File: src/rtl/regfile_sb.sv
// Parametrised register file: two combinational read ports, zero register at
// address 0, transformed condition register T, write bypass and a pending-write scoreboard.
module regfile_sb #(
  parameter int DW     = 16,
  parameter int AW     = 4,
  parameter int T_ADDR = 8,
  parameter int T_MODE = 0,
  parameter int BYPASS = 1
) (
  input  logic          Clk,
  input  logic          Rst,
  input  logic          RegWre,
  input  logic [AW-1:0] WriteReg,
  input  logic [DW-1:0] WriteData,
  input  logic [AW-1:0] Rs,
  input  logic [AW-1:0] Rt,
  output logic [DW-1:0] ReadData1,
  output logic [DW-1:0] ReadData2,
  input  logic          IssueValid,
  input  logic [AW-1:0] IssueReg,
  input  logic          Flush,
  output logic          Busy1,
  output logic          Busy2,
  output logic [AW:0]   PendCnt,
  output logic          TFlag
);

  localparam int          DEPTH   = 2 ** AW;
  localparam logic [AW-1:0] T_IDX = AW'(T_ADDR);
  localparam logic [AW:0]   CNT_ONE = (AW + 1)'(1);

  logic [DW-1:0] r_q [DEPTH];
  logic [DW-1:0] r_d [DEPTH];
  logic [DEPTH-1:0] p_q, p_d;
  logic [AW:0]   pend_cnt_q, pend_cnt_d;

  logic          wr_en;
  logic          iss_en;
  logic [DW-1:0] t_val;
  logic [DW-1:0] wr_val;
  logic          cnt_inc;
  logic          cnt_dec;

  // Effective write value: only the T register sees the transform.
  always_comb begin
    wr_en  = RegWre && (WriteReg != '0);
    iss_en = IssueValid && (IssueReg != '0);
    if (T_MODE == 0) begin
      t_val = DW'(WriteData == '0);
    end else if (T_MODE == 1) begin
      t_val = DW'(WriteData[DW-1]);
    end else begin
      t_val = WriteData;
    end
    wr_val = (WriteReg == T_IDX) ? t_val : WriteData;
  end

  always_comb begin
    ReadData1 = r_q[Rs];
    Busy1     = p_q[Rs];
    if ((BYPASS != 0) && wr_en && (WriteReg == Rs)) begin
      ReadData1 = wr_val;
      Busy1     = 1'b0;
    end
    if (Rs == '0) begin
      ReadData1 = '0;
      Busy1     = 1'b0;
    end
  end

  always_comb begin
    ReadData2 = r_q[Rt];
    Busy2     = p_q[Rt];
    if ((BYPASS != 0) && wr_en && (WriteReg == Rt)) begin
      ReadData2 = wr_val;
      Busy2     = 1'b0;
    end
    if (Rt == '0) begin
      ReadData2 = '0;
      Busy2     = 1'b0;
    end
  end

  // Issue is applied after the write-clear so a new producer wins on the same register.
  always_comb begin
    r_d = r_q;
    if (wr_en) begin
      r_d[WriteReg] = wr_val;
    end
    p_d = p_q;
    if (Flush) begin
      p_d = '0;
    end else begin
      if (wr_en) begin
        p_d[WriteReg] = 1'b0;
      end
      if (iss_en) begin
        p_d[IssueReg] = 1'b1;
      end
    end
    p_d[0] = 1'b0;
  end

  // Counter tracks popcount(p) incrementally from the same set/clear events.
  always_comb begin
    cnt_inc    = iss_en && !p_q[IssueReg];
    cnt_dec    = wr_en && p_q[WriteReg] && !(iss_en && (IssueReg == WriteReg));
    pend_cnt_d = pend_cnt_q;
    if (Flush) begin
      pend_cnt_d = '0;
    end else if (cnt_inc && !cnt_dec) begin
      pend_cnt_d = pend_cnt_q + CNT_ONE;
    end else if (cnt_dec && !cnt_inc) begin
      pend_cnt_d = pend_cnt_q - CNT_ONE;
    end
  end

  always_ff @(posedge Clk or negedge Rst) begin
    if (!Rst) begin
      for (int unsigned k = 0; k < DEPTH; k++) begin
        r_q[k] <= '0;
      end
      p_q        <= '0;
      pend_cnt_q <= '0;
    end else begin
      r_q        <= r_d;
      p_q        <= p_d;
      pend_cnt_q <= pend_cnt_d;
    end
  end

  assign PendCnt = pend_cnt_q;
  assign TFlag   = r_q[T_IDX][0];

endmodule
File: config.mk
export PLATFORM = sky130hd
export DESIGN_NAME = regfile_sb
export DESIGN_NICKNAME = d
export VERILOG_FILES = /design/src/rtl/regfile_sb.sv
export SDC_FILE = /design/constraint.sdc
export NUM_CORES = 1
export LEC_CHECK = 0
export BUFFER_PORTS_ARGS = -buffer_cell sky130_fd_sc_hd__clkbuf_2
export CAP_MARGIN = 20
export CORE_MARGIN = 2
export CORE_UTILIZATION = 40
export DETAILED_ROUTE_END_ITERATION = 8
export PLACE_DENSITY = 0.64
export SETUP_SLACK_MARGIN = 0.3
export SLEW_MARGIN = 5
export SYNTH_ARGS = -nofsm -noshare
export SYNTH_HDL_FRONTEND = slang
export SYNTH_SLANG_ARGS = --single-unit
File: constraint.sdc
create_clock -name Clk -period 7.2 [get_ports Clk]
set_input_delay 0 -clock Clk [delete_from_list [all_inputs] [get_ports Clk]]
set_output_delay 0 -clock Clk [all_outputs]
set_load 0.03 [all_outputs]
==> impl.org, run 1 <==
** Cells and area
- The filler cells instantiated in the layout total 3339.
- Diode count :: 0
- Fraction of layout cells with a size suffix above 1 :: 24.81%
- Cells fill 45.40% of the core in the end.
- The final layout contains 1360 nets.
- Compared with the post-synthesis result, the final layout area differs by 11.53%.
- Fin area :: 0.01662 mm2

** Place
- The congestion estimate from routability-driven global placement came to 0.8545.
- Once placement finished, the instance area stood at 0.01555 mm2.
- Number of buffer cells added on primary ports :: 76
- HPWL reported at the end of detailed placement :: 24620 um

** Yosys
- Share of synthesized area occupied by flip-flops and latches :: 46.34%
- Counting flops and latches in the post-synthesis netlist gives 276.
- Synthesis produced 1313 cells.
- Counting flops with an async set or reset pin after synthesis yields a share of 100.0%.
- Syn Std Cell Area :: 0.01490 mm2
- Library cell occupying the most area in the post-synthesis netlist :: dfrtp_1
- By area the synthesized netlist is led by dfrtp_1 (46%), mux4_2 (26%), o21ai_0 (7.6%), nand2_1 (6.6%), clkbuf_1 (2.7%).
- Post-synth net total :: 1355
- The most used flip-flop cell after synthesis is dfrtp_1.
- The Yosys step of the flow raised 0 warnings.
- After synthesis, the largest area contributor takes up 46.34% of total cell area.
- Count of flip-flops with a built-in enable after synthesis :: 0
- Post-synthesis average cell area :: 11.35 um2
- Number of distinct library cells after synthesis :: 42

** Setup path
- Data on the critical path is required at its endpoint by 7.63 ns.
- Critical-path cell list :: mux2i_1 -> mux4_2 -> mux2_2 -> o21bai_1 -> ha_1 -> a21o_1 -> a21oi_1 -> mux2i_1 -> mux2_2
- Max stage delay on crit path :: 0.57 ns
- Register-to-register path setup slack :: 3.97 ns
- Data arrives at the worst endpoint at 3.65 ns.
- The largest individual stage delay along the critical path comes from the cell o21bai_1.
- By startpoint and endpoint, the worst setup path is classified as reg2reg.
- The worst register-to-register path begins at p_q[7]$_DFF_PN0_.
- STA classifies the critical path startpoint as a register.
- STA classifies the critical path endpoint as a register.
- Maximum fanout along the worst path :: 8
- The endpoint identified for the worst register-to-register timing path is PendCnt[4]$_DFFE_PN0P_.
- Length in cells of the worst reg-to-reg path :: 9

** Power and ir drop
- Worst supply voltage drop on vdd :: 0.0001630 V
- Leakage :: 7.250 nW
- In this run the power density over the cells is 275.2 mW/mm2.

** Timing
- The number of max-slew violations in the final report came to 0.
- Unrepaired setup endpoints after global routing :: no
- Worst-Margin Slew :: 1.162 ns
- Across the routed clock network, the largest skew measured is 0.007555 ns.
- Clock period minus worst slack :: 3.229 ns
- Final hold vios :: 0
- Dividing the final minimum period by the clock period gives 44.85%.
- Total setup violations reported at the end of the flow :: 0
- Setup TNS after final layout :: 0 ns
- Headroom to the max-slew limit :: 22.54%
- Based on the critical path, the design can be clocked at up to 0.3097 GHz.

** Die
- The die covers 0.03882 mm2.
- Area of the core :: 0.03661 mm2
- Initial core utilization :: 40.71%
- In this run the core area contains 70 standard-cell rows.
- For this design the top-level I/O count stands at 77.
- From bottom edge to top edge, the die measures 197.0 um.
- The floorplan step set the die width to 197.0 um.

** CTS
- TritonCTS clock tree :: built
- The clock reaches the later pin of the worst-skew pair after 0.54 ns.
- CTS placed an instance of clkbuf_16 at the clock tree root.
- No sink is reached through more buffers than the 3 on the longest clock path.
- The clock drives 276 sinks.
- In this run the number of H-tree levels came out at 1.
- Clock Pin Slew Worst Setup and Hold Paths :: 0.06 ns
- After clock tree synthesis, the setup repair step added 0 buffers.
- Buffers inserted during clock tree synthesis total 29.

** GRT
- Largest net degree at the start of global routing :: 85
- Overall routing resource usage :: 22.36%
- Global-route wire length before repair :: 65940 um
- Global routing finished with a remaining overflow of 0.
- Number of antenna violations at the first check in global routing :: 0
- Vias in the first global route :: 11020

** Min path
- The path class of the tightest hold or removal check is in2async.

** Detailed routing
- In the final routed layout, each cell accounts on average for 23.29 um.
- The first TritonRoute pass finished after 5 iterations.
- The count of nets left with antenna violations once routing finished came out at 0.
- The final layout contains routed wiring with a total length of 42050 um.
- Routed vias/inst :: 5.942
- Starting DRT DRC Count :: 897
- Residual DRC :: 0
- Across all layers, the routed design uses 10730 vias.

** Status
- Result of the run :: finished, final reports clean

** Run
- The tool flagged a number of max-cap violations equal to 0.
synth_stat cells (all sizes together) (2+ instances only):
library cell / count
buf: 27
mux4: 173
nand2b: 2
xnor2: 4
and3: 3
nor3b: 3
xor2: 9
o21ai: 227
nor2b: 9
nand3: 6
and3b: 4
nor4: 8
nor2: 87
ha: 4
a21oi: 35
o21a: 2
clkbuf: 109
nand4: 2
a32oi: 4
and2: 18
dfrtp: 276
nand2: 262
mux2: 8
a22oi: 12
mux2i: 8
worst max-delay path, delay by kind of cell (launching register included):
kind	cells	cell delay, ns
compound gates	3	0.90
fa+ha+maj	1	0.37
flops	1	0.43
mux	5	1.41
timing repair:
action                     4_1_cts  5_1_grt
hold endpoints to repair        98        0
hold buffers                     8        0
resized for setup                0        0
setup endpoints to repair        0        0
cells in the final DEF, fill, tap and decap left out, drive strengths merged, types with 2 or more instances in the layout:
cell type,count
a21oi,35
a22oi,12
a32oi,4
and2,18
and3,3
and3b,4
buf,31
bufinv,4
clkbuf,109
clkinv,3
clkinvlp,3
dfrtp,276
dlygate4sd3,8
ha,4
inv,4
mux2,8
mux2i,8
mux4,173
nand2,262
nand2b,2
nand3,6
nand4,2
nor2,87
nor2b,9
nor3b,3
nor4,8
o21a,2
o21ai,227
xnor2,4
xor2,9
layer usage:
metal	wire [um]	vias up	global-route usage (%)
met5	0	-	0
met4	2098	0	10.47
met3	2759	128	3.227
met2	20850	409	38.31
met1	16340	5428	28.18
li1	-	4766	-
power breakdown:
part           leakage (nW)  switching [W]  internal, W
logic                  3.19       0.000515     0.000478
clock network         0.474       0.000642     0.000926
registers              3.58       0.000199      0.00181
total                  7.25        0.00136      0.00322
metrics by stage:
step	std cells	hold slack, ns	total power (W)	setup WS (ns)
CTS	1805	0.003766	0.004597	3.984
finish	1806	0.02978	0.004574	3.971
global placement	1746	0.03004	0.002983	4.028
detailed placement	1746	0.03786	0.003027	3.992
global route	1806	0.06658	0.004790	3.755
floorplan	1313	-0.2956	0.002721	4.333
kinds of logic (layout without fill, tap and decap cells):
| group | Yosys count | count (layout) | synth area share [%] |
|---|---|---|---|
| multiplexers | 189 | 189 | 27.38 |
| flip-flops | 276 | 276 | 46.34 |
| AO/OA/AOI/OAI | 286 | 286 | 10.09 |
| adder cells (fa/ha/maj) | 5 | 5 | 0.4701 |
| buffers and inverters | 137 | 162 | 3.643 |
| XOR/XNOR | 13 | 13 | 0.7639 |
| AND/OR/NAND/NOR | 407 | 407 | 11.31 |
how the worst max path moves through the flow:
stage	startpoint	end	slack (ns)	depth (start not counted)
2_1_floorplan	p_q[14]$_DFF_PN0_	PendCnt[4]$_DFFE_PN0P_	4.33	9
3_3_place_gp	WriteReg[0]	PendCnt[4]$_DFFE_PN0P_	4.03	10
3_5_place_dp	p_q[7]$_DFF_PN0_	PendCnt[4]$_DFFE_PN0P_	3.99	9
4_1_cts	p_q[7]$_DFF_PN0_	PendCnt[4]$_DFFE_PN0P_	3.98	9
5_1_grt	p_q[5]$_DFF_PN0_	PendCnt[4]$_DFFE_PN0P_	3.76	9
6_report	p_q[7]$_DFF_PN0_	PendCnt[4]$_DFFE_PN0P_	3.97	9
sequential cells by signal, indices dropped and copies added, names as in the netlist:
signal   count
r_q        255
p_q         15
PendCnt      5
TFlag        1
area by class of cell:
type | instances | area (um2) | area share, %
clock inverters | 13 | 183.9 | 1.107
repair buffers | 110 | 673.1 | 4.050
multi-input cells | 900 | 7470 | 44.94
inverters | 1 | 3.754 | 0.02258
well taps | 468 | 585.6 | 3.523
clock buffers | 38 | 799.5 | 4.810
flip-flops and latches | 276 | 6907 | 41.55
Note: power is estimated with default switching activity, not from simulation.
==> run 2: changes to the inputs <==
==> constraint.sdc (replaced) <==
create_clock -name Clk -period 3 [get_ports Clk]
set_input_delay 0 -clock Clk [delete_from_list [all_inputs] [get_ports Clk]]
set_output_delay 0 -clock Clk [all_outputs]
set_load 0.03 [all_outputs]
==> run 2 against run 1 <==
  * The flow now finishes with violations (negative hold slack)
  * Global-route usage increased by 0.25 points
  * First-iteration DRC count increased by 7.1%
  * Hold slack got worse by 0.060 ns
  * Power increased by 140%
  * Clock power increased by 130%
  * Non-clock buffer count increased by 44
  * Clock skew about the same
  * Routed wire length increased by 1.4%
  * Highest routed layer unchanged
  * Setup slack got worse by 3.8 ns
  * Sequential cell count unchanged
  * Largest power group unchanged
  * Cell area increased by 2.5%
  * Register-to-register slack got worse by 3.8 ns
==> impl.org, run 2 (synthesis gave the netlist of run 1 again) <==
** Detailed routing
- The routed wire length per instance was 23.02 um (-1.1%).
- The antenna violation net count after detailed routing was 0 (unchanged).
- WL final :: 42630 um (+1.4%)
- The number of search-and-repair iterations in the first detailed-routing pass is 6 (+1).
- The detailed-routed wire length on met2 was 21690 um (+4.0%).
- Overall via count from detail_route :: 10880 (+1.4%)
- DRT met1 WL :: 17130 um (+4.8%)
- The post-detailed-route via-to-cell ratio was 5.873 (-1.2%).
- Detailed route wirelength on metal3 :: 2340 um (-15%)
- Starting DRT DRC Count :: 961 (+7.1%)
- DR top layer :: met4
- The count of unresolved DRC violations after routing is 0 (unchanged).

** Place
- RePlAce Congestion :: 0.8740 (+2.3%)
- Placed instance count :: 1775 (+1.7%)
- Placed Area :: 0.01586 mm2 (+2.0%)
- Number of buffer cells added on primary ports :: 76 (unchanged)
- The final HPWL from detailed placement was 27020 um (+9.7%).

** Setup path
- The signal on the critical path passes through mux4_2 -> a22oi_2 -> o311ai_2 -> o21bai_4 -> fa_2 -> a21o_1 -> a21oi_2 -> mux2i_1 -> mux2_2.
- The endpoint arrival time on the critical path came to 3.30 ns (-0.35 ns).
- STA classifies the critical path endpoint as a register.
- The critical path data required time came to 3.44 ns (-4.19 ns).
- Crit path buffers/inverters :: 0 (unchanged)
- The worst setup path is launched from a register.
- Cell at the slowest stage of the critical path :: mux4_2
- Maximum fanout along the worst path :: 5 (-3)
- The largest stage delay on the critical path was 0.48 ns (-0.09 ns).
- The worst setup path is of the reg2reg kind.
- In this design, the largest share of critical-path delay is due to multiplexers.

** Timing
- Final hold slack :: -0.03004 ns (-0.05982 ns)
- Achievable Freq :: 0.3503 GHz (+13%)
- The clock skew came to 0.007689 ns (+0.0001342 ns).
- The worst relative slew slack was 47.06% (+25 points).
- The total count of hold-check failures in the final report was 1 (+1).
- The final period utilization was 95.17% (+50 points).
- Unrepaired setup endpoints after global routing :: yes
- Number of max-slew violations in the final report :: 0 (unchanged)
- The final total negative setup slack was 0 ns (unchanged).
- Total setup violations reported at the end of the flow :: 0 (unchanged)
- The shortest period the worst path allows was 2.855 ns (-0.3740 ns).
- Worst-Margin Slew :: 0.7922 ns (-0.3698 ns)

** Die
- Height of the die :: 197.0 um (unchanged)
- Initial core utilization :: 40.71% (unchanged)
- The area of the die was 0.03882 mm2 (unchanged).
- # IOs :: 77 (unchanged)
- The core footprint is 0.03661 mm2 (unchanged).
- Die width :: 197.0 um (unchanged)
- The count of standard-cell rows was 70 (unchanged).

** Power and ir drop
- The cell leakage power was 7.501 nW (+3.5%).
- The power density relative to cell area is 636.6 mW/mm2 (+130%).
- Worst supply voltage drop on vdd :: 0.0004293 V (+160%)

** Run
- Max-cap violation count :: 0 (unchanged)

** Status
- The final reports fail on negative hold slack.
- The run finished, with violations left.

** Cells and area
- Biggest register :: r_q
- Leaving out fill and tap cells, the most frequent cell in the layout is dfrtp_1.
- Fraction of layout cells with a size suffix above 1 :: 26.59% (+1.8 points)
- Number of flip-flops in the largest register :: 255 (unchanged)
- The final instance area was 0.01704 mm2 (+2.5%).
- The total number of nets in the final design is 1404 (+3.2%).
- Most used cells in the layout excluding fill and tap cells :: dfrtp_1 (276), nand2_1 (262), o21ai_0 (227)
- Diode count :: 0 (unchanged)
- Layout overhead on the synthesized area :: 14.31%
- The non-filler instance count after layout was 1852 (+2.5%).

** CTS
- Clock Tree Root :: clkbuf_16
- The clock-pin slew on the worst setup and hold paths came to 0.07 ns (about the same).
- The clock buffer count from CTS came to 29 (unchanged).
- TritonCTS clock tree :: built
- Clk_lat worst skew :: 0.55 ns (about the same)
- Number of H-tree branching levels :: 1 (unchanged)
- Clock Path Buffers :: 3 (unchanged)
- Sinks on Clock Net :: 276 (unchanged)

** GRT
- Overall routing resource usage :: 22.61% (+0.25 points)
- The via count of the first global-routing pass came to 11070 (+0.48%).
- The first-pass GRT wire length was 66460 um (+0.78%).
- Overflow left after global routing :: 0 (unchanged)
- The initial antenna violation count came to 0 (unchanged).
- The maximum number of pins on one net before global-route repair was 84 (-1.2%).

** Min path
- In this run the worst hold path is classified as in2reg.
-- run 2: worst paths after layout --
path | slack [ns] | cells past startpoint | startpoint | endpoint
setup / recovery | 0.14 | 9 | p_q[6]$_DFF_PN0_ | PendCnt[4]$_DFFE_PN0P_
min in group asynchronous | 0.03 | 2 | Rst | p_q[7]$_DFF_PN0_
hold reg to reg | 0.40 | 0 | r_q[254]$_DFFE_PN0P_ | r_q[254]$_DFFE_PN0P_
setup reg to reg | 0.14 | 9 | p_q[6]$_DFF_PN0_ | PendCnt[4]$_DFFE_PN0P_
max in group asynchronous | 1.89 | 3 | Rst | r_q[174]$_DFFE_PN0P_
hold / removal | -0.03 | 2 | Flush | PendCnt[2]$_DFFE_PN0P_
-- run 2: layout make-up --
type,instances,area (um2)
clock buffer,46,869.6
clock inverter,7,68.82
fill,3289,19570
inverter,1,3.754
multi-input combinational,900,7497
sequential,276,6907
tap,468,585.6
timing repair buffer,154,1106
-- run 2: layer usage --
layer / track usage (%) / vias to the layer above
met2: 38.67 / 398
met4: 8.243 / 0
li1: - / 4854
met3: 2.988 / 99
met1: 29.69 / 5525
met5: 0 / -
-- run 2: power by group --
group	internal, W	switching, W	total (W)	leakage, nW
Clock	0.00206	0.00150	0.00356	0.456
Sequential	0.00435	0.000472	0.00483	3.58
Combinational	0.00119	0.00126	0.00245	3.46
Total	0.00761	0.00324	0.0108	7.50
-- run 2: repair_timing --
action                     in CTS  in global routing
hold buffers                   17                  1
pin swaps                       5                  2
setup buffers                   3                  2
setup endpoints to repair       1                  2
hold endpoints to repair      113                  3
resized for setup               3                  0
cloned                          0                  0
-- run 2: metrics by stage --
step	total power, W	hold WS [ns]	util, %	setup slack [ns]
3_3_place_gp	0.007204	0.03697	43.32	0.08049
3_5_place_dp	0.007316	0.04703	43.32	0.09165
4_1_cts	0.01090	-0.03842	46.45	0.1739
6_report	0.01085	-0.03004	46.54	0.1449
5_1_grt	0.01136	0.02075	46.54	0.04728
2_1_floorplan	0.006534	-0.2956	-	0.3046
